**src/rtl/sd_cmd_tx_pkg.sv**
```systemverilog
// sd_pkg: shared definitions for the SPI-mode SD command path.
//   tx_state_t  - command transmitter state encoding
//   FRAME_BITS  - bits in one command frame (start .. end bit)
//   CRC7_POLY   - x^7+x^3+1 with the x^7 term implied
//   CMDx        - command indices used by the controller
//   crc7_step   - one serial CRC7 update
package sd_pkg;

    typedef enum logic [2:0] {
        ST_IDLE   = 3'd0,
        ST_PRE    = 3'd1,
        ST_FRAME  = 3'd2,
        ST_POST   = 3'd3,
        ST_FINISH = 3'd4
    } tx_state_t;

    localparam int         FRAME_BITS = 48;
    localparam logic [6:0] CRC7_POLY  = 7'h09;

    localparam logic [5:0] CMD0   = 6'd0;
    localparam logic [5:0] CMD8   = 6'd8;
    localparam logic [5:0] CMD17  = 6'd17;
    localparam logic [5:0] CMD55  = 6'd55;
    localparam logic [5:0] CMD58  = 6'd58;
    localparam logic [5:0] ACMD41 = 6'd41;

    function automatic logic [6:0] crc7_step(input logic [6:0] crc, input logic b);
        logic fb;
        fb = crc[6] ^ b;
        return {crc[5:0], 1'b0} ^ (fb ? CRC7_POLY : 7'h00);
    endfunction

endpackage

```
**src/rtl/sd_cmd_tx_if.sv**
```systemverilog
// sd_cmd_tx_if: controller <-> command transmitter bundle.
//   start/cmd/arg          - send request from the controller
//   DI                     - serial line towards the card
//   busy/isTXFinish/sentCmd - transmitter status back to the controller
// master = controller side, slave = transmitter side.
interface sd_cmd_tx_if;
    logic        start;
    logic [5:0]  cmd;
    logic [31:0] arg;
    logic        DI;
    logic        busy;
    logic        isTXFinish;
    logic [5:0]  sentCmd;

    modport master (output start, cmd, arg,
                    input  DI, busy, isTXFinish, sentCmd);
    modport slave  (input  start, cmd, arg,
                    output DI, busy, isTXFinish, sentCmd);
endinterface

```
**src/rtl/sd_cmd_tx_crc7.sv**
```systemverilog
// sd_crc7: serial CRC7 (x^7+x^3+1), MSB-first.
//   clk, reset  - clock, synchronous active-high reset
//   clr         - synchronous clear, wins over en
//   en, bit_in  - fold bit_in into the CRC this cycle
//   crc         - current remainder
// Feeding bit_in = crc[6] zeroes the feedback, so the same enable shifts
// the remainder out MSB first once the payload is done.
module sd_crc7
    import sd_pkg::*;
(
    input  logic       clk,
    input  logic       reset,
    input  logic       clr,
    input  logic       en,
    input  logic       bit_in,
    output logic [6:0] crc
);

    always_ff @(posedge clk) begin
        if (reset || clr)
            crc <= 7'h00;
        else if (en)
            crc <= crc7_step(crc, bit_in);
    end

endmodule

```
**src/rtl/sd_cmd_tx.sv**
```systemverilog
// sd_cmd_tx: SPI-mode SD command transmitter.
// Serialises {0, 1, cmd[5:0], arg[31:0], crc7[6:0], 1} MSB first on DI,
// framed by PRE_ONES idle ones before and POST_ONES idle ones after.
//   clk, reset - clock, synchronous active-high reset
//   bus.start  - send request, only honoured in IDLE
//   bus.cmd/arg - latched on an accepted start
//   bus.DI     - registered serial output, idles high
//   bus.busy   - cycle after accept through the finish cycle
//   bus.isTXFinish - one-cycle pulse on the finish cycle
//   bus.sentCmd - command index of the current/last frame
module sd_cmd_tx
    import sd_pkg::*;
#(
    parameter int PRE_ONES  = 8,
    parameter int POST_ONES = 8
) (
    input  logic           clk,
    input  logic           reset,
    sd_cmd_tx_if.slave     bus
);

    // The shared 6-bit bit counter cannot represent longer pads.
    if (PRE_ONES < 0 || PRE_ONES > 63 || POST_ONES < 0 || POST_ONES > 63) begin : g_bad_param
        $error("sd_cmd_tx: PRE_ONES/POST_ONES must be in 0..63");
    end

    localparam logic [5:0] PRE_LAST  = (PRE_ONES  == 0) ? 6'd0 : 6'(PRE_ONES - 1);
    localparam logic [5:0] POST_LAST = (POST_ONES == 0) ? 6'd0 : 6'(POST_ONES - 1);
    localparam logic [5:0] FRAME_TOP = 6'(FRAME_BITS - 1);

    tx_state_t   state_q, state_d;
    logic [5:0]  cnt_q, cnt_d;     // PRE/POST: ones left - 1; FRAME: index of bit on DI
    logic [38:0] sh_q, sh_d;       // frame bits 46..8; the start bit is implicit
    logic        di_q, di_d;
    logic        busy_q, busy_d;
    logic        fin_q, fin_d;
    logic [5:0]  sent_q, sent_d;
    logic        go_frame;

    logic        crc_clr, crc_en, crc_bit;
    logic [6:0]  crc;

    sd_crc7 u_crc (
        .clk    (clk),
        .reset  (reset),
        .clr    (crc_clr),
        .en     (crc_en),
        .bit_in (crc_bit),
        .crc    (crc)
    );

    always_comb begin
        state_d  = state_q;
        cnt_d    = cnt_q;
        sh_d     = sh_q;
        di_d     = 1'b1;
        busy_d   = busy_q;
        fin_d    = 1'b0;
        sent_d   = sent_q;
        go_frame = 1'b0;
        crc_clr  = 1'b0;
        crc_en   = 1'b0;
        crc_bit  = 1'b0;

        unique case (state_q)
            ST_IDLE: begin
                busy_d = 1'b0;
                if (bus.start) begin
                    sh_d    = {1'b1, bus.cmd, bus.arg};
                    sent_d  = bus.cmd;
                    crc_clr = 1'b1;
                    busy_d  = 1'b1;
                    if (PRE_ONES == 0) begin
                        go_frame = 1'b1;
                    end else begin
                        state_d = ST_PRE;
                        cnt_d   = PRE_LAST;
                    end
                end
            end
            ST_PRE: begin
                if (cnt_q == 6'd0) go_frame = 1'b1;
                else               cnt_d    = cnt_q - 6'd1;
            end
            ST_FRAME: begin
                cnt_d = cnt_q - 6'd1;
                if (cnt_q >= 6'd9) begin
                    // next bit is payload 46..8
                    di_d    = sh_q[38];
                    sh_d    = {sh_q[37:0], 1'b0};
                    crc_en  = 1'b1;
                    crc_bit = sh_q[38];
                end else if (cnt_q >= 6'd2) begin
                    // next bit is CRC 7..1; crc already covers bit 8
                    di_d    = crc[6];
                    crc_en  = 1'b1;
                    crc_bit = crc[6];
                end else if (cnt_q == 6'd0) begin
                    if (POST_ONES == 0) begin
                        state_d = ST_FINISH;
                        fin_d   = 1'b1;
                    end else begin
                        state_d = ST_POST;
                        cnt_d   = POST_LAST;
                    end
                end
                // cnt_q == 1: next bit is the end bit, di_d default 1
            end
            ST_POST: begin
                if (cnt_q == 6'd0) begin
                    state_d = ST_FINISH;
                    fin_d   = 1'b1;
                end else begin
                    cnt_d = cnt_q - 6'd1;
                end
            end
            ST_FINISH: begin
                state_d = ST_IDLE;
                busy_d  = 1'b0;
            end
            default: state_d = ST_IDLE;
        endcase

        // Start bit is always 0 and leaves a cleared CRC at 0, so entering
        // straight from IDLE with crc_clr also set gives the same remainder.
        if (go_frame) begin
            state_d = ST_FRAME;
            cnt_d   = FRAME_TOP;
            di_d    = 1'b0;
            crc_en  = 1'b1;
            crc_bit = 1'b0;
        end
    end

    always_ff @(posedge clk) begin
        if (reset) begin
            state_q <= ST_IDLE;
            cnt_q   <= 6'd0;
            sh_q    <= '0;
            di_q    <= 1'b1;
            busy_q  <= 1'b0;
            fin_q   <= 1'b0;
            sent_q  <= 6'd0;
        end else begin
            state_q <= state_d;
            cnt_q   <= cnt_d;
            sh_q    <= sh_d;
            di_q    <= di_d;
            busy_q  <= busy_d;
            fin_q   <= fin_d;
            sent_q  <= sent_d;
        end
    end

    assign bus.DI         = di_q;
    assign bus.busy       = busy_q;
    assign bus.isTXFinish = fin_q;
    assign bus.sentCmd    = sent_q;

endmodule

```
**src/flat_wrapper.sv**
```systemverilog
// flat-port wrapper written by rule: the top's interface ports become plain ports
module sd_cmd_tx_flat import sd_pkg::*;
#(
    parameter int PRE_ONES  = 8,
    parameter int POST_ONES = 8
)
  (clk, reset, bus_start, bus_cmd, bus_arg, bus_DI, bus_busy, bus_isTXFinish, bus_sentCmd);
  sd_cmd_tx_if bus_i ();
  input  logic clk;
  input  logic reset;
  input wire logic [$bits(bus_i.start)-1:0] bus_start;
  input wire logic [$bits(bus_i.cmd)-1:0] bus_cmd;
  input wire logic [$bits(bus_i.arg)-1:0] bus_arg;
  output wire logic [$bits(bus_i.DI)-1:0] bus_DI;
  output wire logic [$bits(bus_i.busy)-1:0] bus_busy;
  output wire logic [$bits(bus_i.isTXFinish)-1:0] bus_isTXFinish;
  output wire logic [$bits(bus_i.sentCmd)-1:0] bus_sentCmd;
  assign bus_i.start = bus_start;
  assign bus_i.cmd = bus_cmd;
  assign bus_i.arg = bus_arg;
  assign bus_DI = bus_i.DI;
  assign bus_busy = bus_i.busy;
  assign bus_isTXFinish = bus_i.isTXFinish;
  assign bus_sentCmd = bus_i.sentCmd;
  sd_cmd_tx #(.PRE_ONES(PRE_ONES), .POST_ONES(POST_ONES)) u_core (.clk(clk), .reset(reset), .bus(bus_i));
endmodule
```
**config.mk**
```make
export PLATFORM = sky130hd
export DESIGN_NAME = sd_cmd_tx_flat
export DESIGN_NICKNAME = d
export VERILOG_FILES = /design/src/rtl/sd_cmd_tx_pkg.sv /design/src/rtl/sd_cmd_tx_if.sv /design/src/rtl/sd_cmd_tx_crc7.sv /design/src/rtl/sd_cmd_tx.sv /design/src/flat_wrapper.sv
export SDC_FILE = /design/constraint.sdc
export NUM_CORES = 1
export LEC_CHECK = 0
export ABC_AREA = 1
export ABC_CLOCK_PERIOD_IN_PS = 3200
export BUFFER_PORTS_ARGS = -buffer_cell sky130_fd_sc_hd__buf_2
export CAP_MARGIN = 20
export CORE_UTILIZATION = 54
export DETAILED_ROUTE_END_ITERATION = 10
export PLACE_DENSITY = 0.76
export SLEW_MARGIN = 15
export SYNTH_ARGS = -nofsm -noshare
export SYNTH_HDL_FRONTEND = slang
export SYNTH_SLANG_ARGS = --single-unit
export TNS_END_PERCENT = 5
```
**constraint.sdc**
```tcl
create_clock -name clk -period 3.2 [get_ports clk]
set_input_delay 0.16 -clock clk [delete_from_list [all_inputs] [get_ports clk]]
set_output_delay 0.16 -clock clk [all_outputs]
set_load 0.005 [all_outputs]
```
# Word level (Yosys, flattened, before mapping)
# Cells that the tools add are included.
# totals
reg_bits	64
inputBits	41
out_inout_bits	9
elab_cells	86
# op_classes
addsub	1
n_lt_le_gt_ge	2
eq_ne	18
mux	35
n_bitwise	4
n_reduce_logical	16
# ops
cell	count
39-bit 2-to-1 mux	2
39-bit one-hot mux with 2 select lines	1
6-bit 2-to-1 mux	6
6-bit one-hot mux with 3 select lines	1
1-bit 2-to-1 mux	16
3-bit 2-to-1 mux	5
3-bit by 2-bit != test with 1-bit output (second input constant)	4
3-bit one-hot mux with 4 select lines	1
6-bit AND reduction	2
3-bit AND reduction	3
2-bit by 1-bit != test with 1-bit output (second input constant)	4
2-bit != test (second input constant)	4
7-bit by 4-bit XOR with 7-bit output	1
3-bit by 2-bit equality test with 1-bit output (second input constant)	2
6-bit by 2-bit >= comparator with 1-bit output (second input constant)	1
6-bit by 4-bit >= comparator with 1-bit output (second input constant)	1
6-bit zero test	1
3-bit by 1-bit != test with 1-bit output (second input constant)	2
2-bit OR reduction	3
6-bit by 1-bit subtractor with 6-bit output (second input constant)	1
4-bit 2-to-1 mux	1
2-bit nonzero test	2
4-bit nonzero test	1
3-bit by 1-bit equality test with 1-bit output (second input constant)	1
other kinds (9)	10

# Logic depth before layout (Yosys ltp)
# logic_depth
depth_word	8
ltp_mapped	14
depth_no_buf	14

# Modules after synthesis
# Synthesis repeated with hierarchy kept, for this count alone.
# unflattened
hier_cells	520
area_unflattened_um2	3429.5
# modules_own_cells
module	n_inst	cells_each	area_per_inst_um2	seq_area_each_um2
sd_cmd_tx	1	479	3126.7	1141.1
sd_crc7	1	41	302.8	140.1

# Least setup slack after synthesis
# Ideal clock, no wire load.
# synth_timing
path_type	register to register
from	register u_core.cnt_q[0]
to	register u_core.sh_q[15]
setup_time_ns	0.123
arrival_ns	1.434
t_required_ns	3.077
slack_ns	1.643
stages_incl_launch_ff	11
path_buffers	2
synth_period_minus_slack_ns	1.557
cell_sequence	dfxtp_1 -> inv_1 -> ha_1 -> nand3_1 -> nand2_1 -> nand2_2 -> nand2_1 -> nand2_2 -> buf_4 -> buf_4 -> a31oi_1
# synth_via
elab_chain_len	3
# synth_lines
element	line	source
start: declaration	sd_cmd_tx.sv:32	logic [5:0] cnt_q, cnt_d;
start signal: assignment	sd_cmd_tx.sv:146	cnt_q <= cnt_d;
6-bit by 4-bit >= comparator with 1-bit output	sd_cmd_tx.sv:87	if (cnt_q >= 6'd9) begin
2-bit by 1-bit != test with 1-bit output (no source line)	--	
3-bit AND reduction (no source line)	--	
end signal: assignment	sd_cmd_tx.sv:139	sh_q <= '0;
end signal: assignment	sd_cmd_tx.sv:147	sh_q <= sh_d;
end: declaration	sd_cmd_tx.sv:33	logic [38:0] sh_q, sh_d;
# No other way between the ends.
# A chain may end at the register's enable or synchronous reset.

# Worst setup path in the final report
# layout_timing
from	register u_core.cnt_q[1]
to	register u_core.sh_q[9]
# Same word-level chain as after synthesis.

==> summary.md <==
| Metric | Value |
|---|---|
| Status | completed |
| Flip-flop and latch area | roughly 0.0013 mm^2 |
| #FFs+latches synth | 64 |
| Postcts setup bufs | 0 |
| CP Data Arrival Time | 2.55 ns |
| Core Region | 0.00511 mm^2 |
| Final ANT Viol Nets | 0 |
| Synth warn | 0 |
| Port buffer count | around 50 |
| DR iter-0 viols | 150 |
| Drt wl/cell | about 12 um |
| Mean Syn Cell Area | between 7 and 8 um^2 |
| Multi-input logic area | 0.00137 mm^2 |
| Endpoints failing setup | 0 |
| GRT Total Usage | approximately a quarter |
| Total gr overflow | 0 |
| Number of max-cap violations | 0 |
| Max FO, Critical Path | 44 |
| Unrepaired setup endpoints after global routing | false |
| Vias per inst | roughly 5.3 |
| Area of placed instances | 0.00313 mm^2 |
| Yosys top cell by area | dfxtp_1 |
| DRC | 0 |
| CTS Hold Buffers Added | 0 |
| Final WL | between 6 and 7 mm |
| Post-synthesis sequential area ratio | ~45% |
| Vias in the first global route | about 2400 |
| WP data required | roughly 3.5 ns |
| Largest net degree at the start of global routing | between 40 and 50 |
| Fin Clk Skew | 0.00616 ns |
| CTS root buf | clkbuf_8 |
| Chip Height | between 70 and 80 um |
| CTS tree | done |
| Register clock-pin slew on the reported worst setup and hold paths | around 0.070 ns |
| Nets | between 400 and 500 |
| Metal3 WL | between 200 and 250 um |
| Layout area overhead | 16.5% |
| Share of the synthesized area in the top cell type | between 40% and 50% |
| Post-Layout Inst Area | 0.00335 mm^2 |
| Share of layout cells above drive strength 1 | between 20% and 30% |
| Worst min-delay path category | primary input to flip-flop |
| Cells resized by post-CTS repair | 0 |
| Vias | around 2700 |
| TNS Setup | 0 ns |
| Syn Nets | 431 |
| Pwr Density | around 900 mW/mm^2 |
| Worst-case vdd ir drop | 0.000521 V |
| Num CTS Buffers | 9 |
| Effective utilization at floorplan | between 50% and 60% |
| Slew HR | around 57% |
| Die area | approximately 0.0056 mm^2 |
| Leak | about 1.5 nW |
| Final critical-path share of the clock period | a little under three quarters |
| EDFF count, synth | 0 |
| Top Metal Used | met4 |
| Main synth FF type | dfxtp_1 |
| Number of fill cells in the layout | around 470 |
| Synth area leaders | dfxtp_1 (45%), nand2_1 (13%), o21ai_0 (9.7%) |
| H-Tree Depth | 3 |
| Fraction of registers with async set/reset | 0% |
| Final hold viol count | 0 |
| DR WL met2 | approximately 3 mm |
| Fmax | 436 MHz |
| CP Class | flip-flop to flip-flop |
| DRT Pass-1 Iters | 5 |
| Wire length on met1 | between 2 and 3 mm |
| Worst-Skew Late Latency | ~0.34 ns |
| CP Launch Type | flip-flop |
| Crit path capture type | flip-flop |
| Count of final max-slew check failures | 0 |
| Row count | 26 |
| # IOs | 50 |
| Worst-margin pin slew | 0.641 ns |
| DIE WIDTH | around 75 um |
| Post-synthesis instance area | approximately 0.0029 mm^2 |
| Diode count | 0 |
| Fin crit period | 2.30 ns |
| Clock sink total | 64 |
| Routability congestion estimate | about 0.9 |
| Post-synthesis cell count | around 390 |
| Initial antenna violation count | 0 |
| First-pass GRT wire length | between 10 and 15 mm |
| Synth unique cells | 29 |
| Deepest clock path buffer count | 2 |
| Dpl hpwl | around 4.1 mm |
## placed cells by master (no fill, tap or decap), drive strengths merged, types with 3 or more instances in the layout
cell type and instances:
nand4 3, a21oi 20, a31oi 38, ha 3
clkbuf 11, nand3 13, nand2 107, o21ai 61
buf 54, nor2 18, inv 29, nor3 3
dfxtp 64
## through the flow
stage | utilization, % | setup WS, ns | hold slack [ns] | cells | total power, mW
after detailed placement | 61.3 | 0.953 | 0.434 | 488 | 2.18
final | 65.7 | 0.905 | 0.0779 | 504 | 2.96
after floorplan | - | 1.64 | 0.320 | 387 | 1.98
after global routing | 65.7 | 0.621 | 0.0894 | 504 | 3.17
after CTS | 65.7 | 0.930 | 0.0729 | 504 | 2.96
after global placement | 61.3 | 1.04 | 0.428 | 488 | 2.15
## sequential cells by signal, indices dropped and copies added, names as in the netlist
name	flops
u_core.sh_q	39
u_core.u_crc.crc	7
u_core.bus.sentCmd	6
u_core.cnt_q	6
u_core.state_q	3
u_core.bus.DI	1
u_core.bus.busy	1
u_core.bus.isTXFinish	1
## final cells by class
cell class	count	share of cell area [%]
Clock buffer	11	4.22
Timing Repair Buffer	54	8.43
Clock inverter	5	2.39
Multi-Input combinational cell	271	40.8
Tap cell	70	2.61
Sequential cell	64	38.2
Inverter	29	3.32
## cell usage after synthesis (all sizes together) (2+ instances only)
cell type and n:
o21ai 61, buf 13, nor2 18, nand4 3, clkbuf 10, a31oi 38, nor3 3, nand3 13
xor2 2, a21oi 20, dfxtp 64, inv 29, ha 3, nand2 107
## layer usage
layer / track usage, % / up-vias
li1: - / 1391
met2: 41.6 / 64
met5: 0 / -
met1: 29.9 / 1227
met4: 12.6 / 0
met3: 4.55 / 9
## worst paths after layout
| check | slack, ns | start | depth (start not counted) | endpoint |
|---|---|---|---|---|
| worst max-delay path | 0.90 | u_core.cnt_q[1]$_SDFFE_PP0P_ | 10 | u_core.sh_q[9]$_SDFFE_PP0P_ |
| worst min register to register | 0.44 | u_core.bus.sentCmd[3]$_SDFFE_PP0P_ | 2 | u_core.bus.sentCmd[3]$_SDFFE_PP0P_ |
| worst min-delay path | 0.08 | bus_arg[15] | 3 | u_core.sh_q[15]$_SDFFE_PP0P_ |
| worst max register to register | 0.90 | u_core.cnt_q[1]$_SDFFE_PP0P_ | 10 | u_core.sh_q[9]$_SDFFE_PP0P_ |
## kinds of logic after synthesis
group	count (synthesis)	share of synthesized area [%]
buffers and inverters	52	7.95
AOI/OAI and AO/OA	121	23.5
adders and majority gates	3	1.30
and+or+nand+nor	144	21.9
DFF	64	44.5
xor gates and xnor gates	3	0.913
## worst max-delay path: stages (launching register included)
cell and delay [ns]:
dfxtp_1 0.41, inv_1 0.11, ha_1 0.25, nand3_1 0.12, nand2_1 0.07, nand2_2 0.10
nand2_1 0.09, nand2_2 0.48, buf_4 0.31, o21ai_0 0.10, a31oi_1 0.17
## report_power, final
part | total (mW) | switching, mW | internal [mW]
clock | 0.772 | 0.313 | 0.459
combinational | 0.970 | 0.628 | 0.342
sequential | 1.22 | 0.163 | 1.05
total | 2.96 | 1.10 | 1.85
No activity file was read; power rests on OpenSTA's default activity.
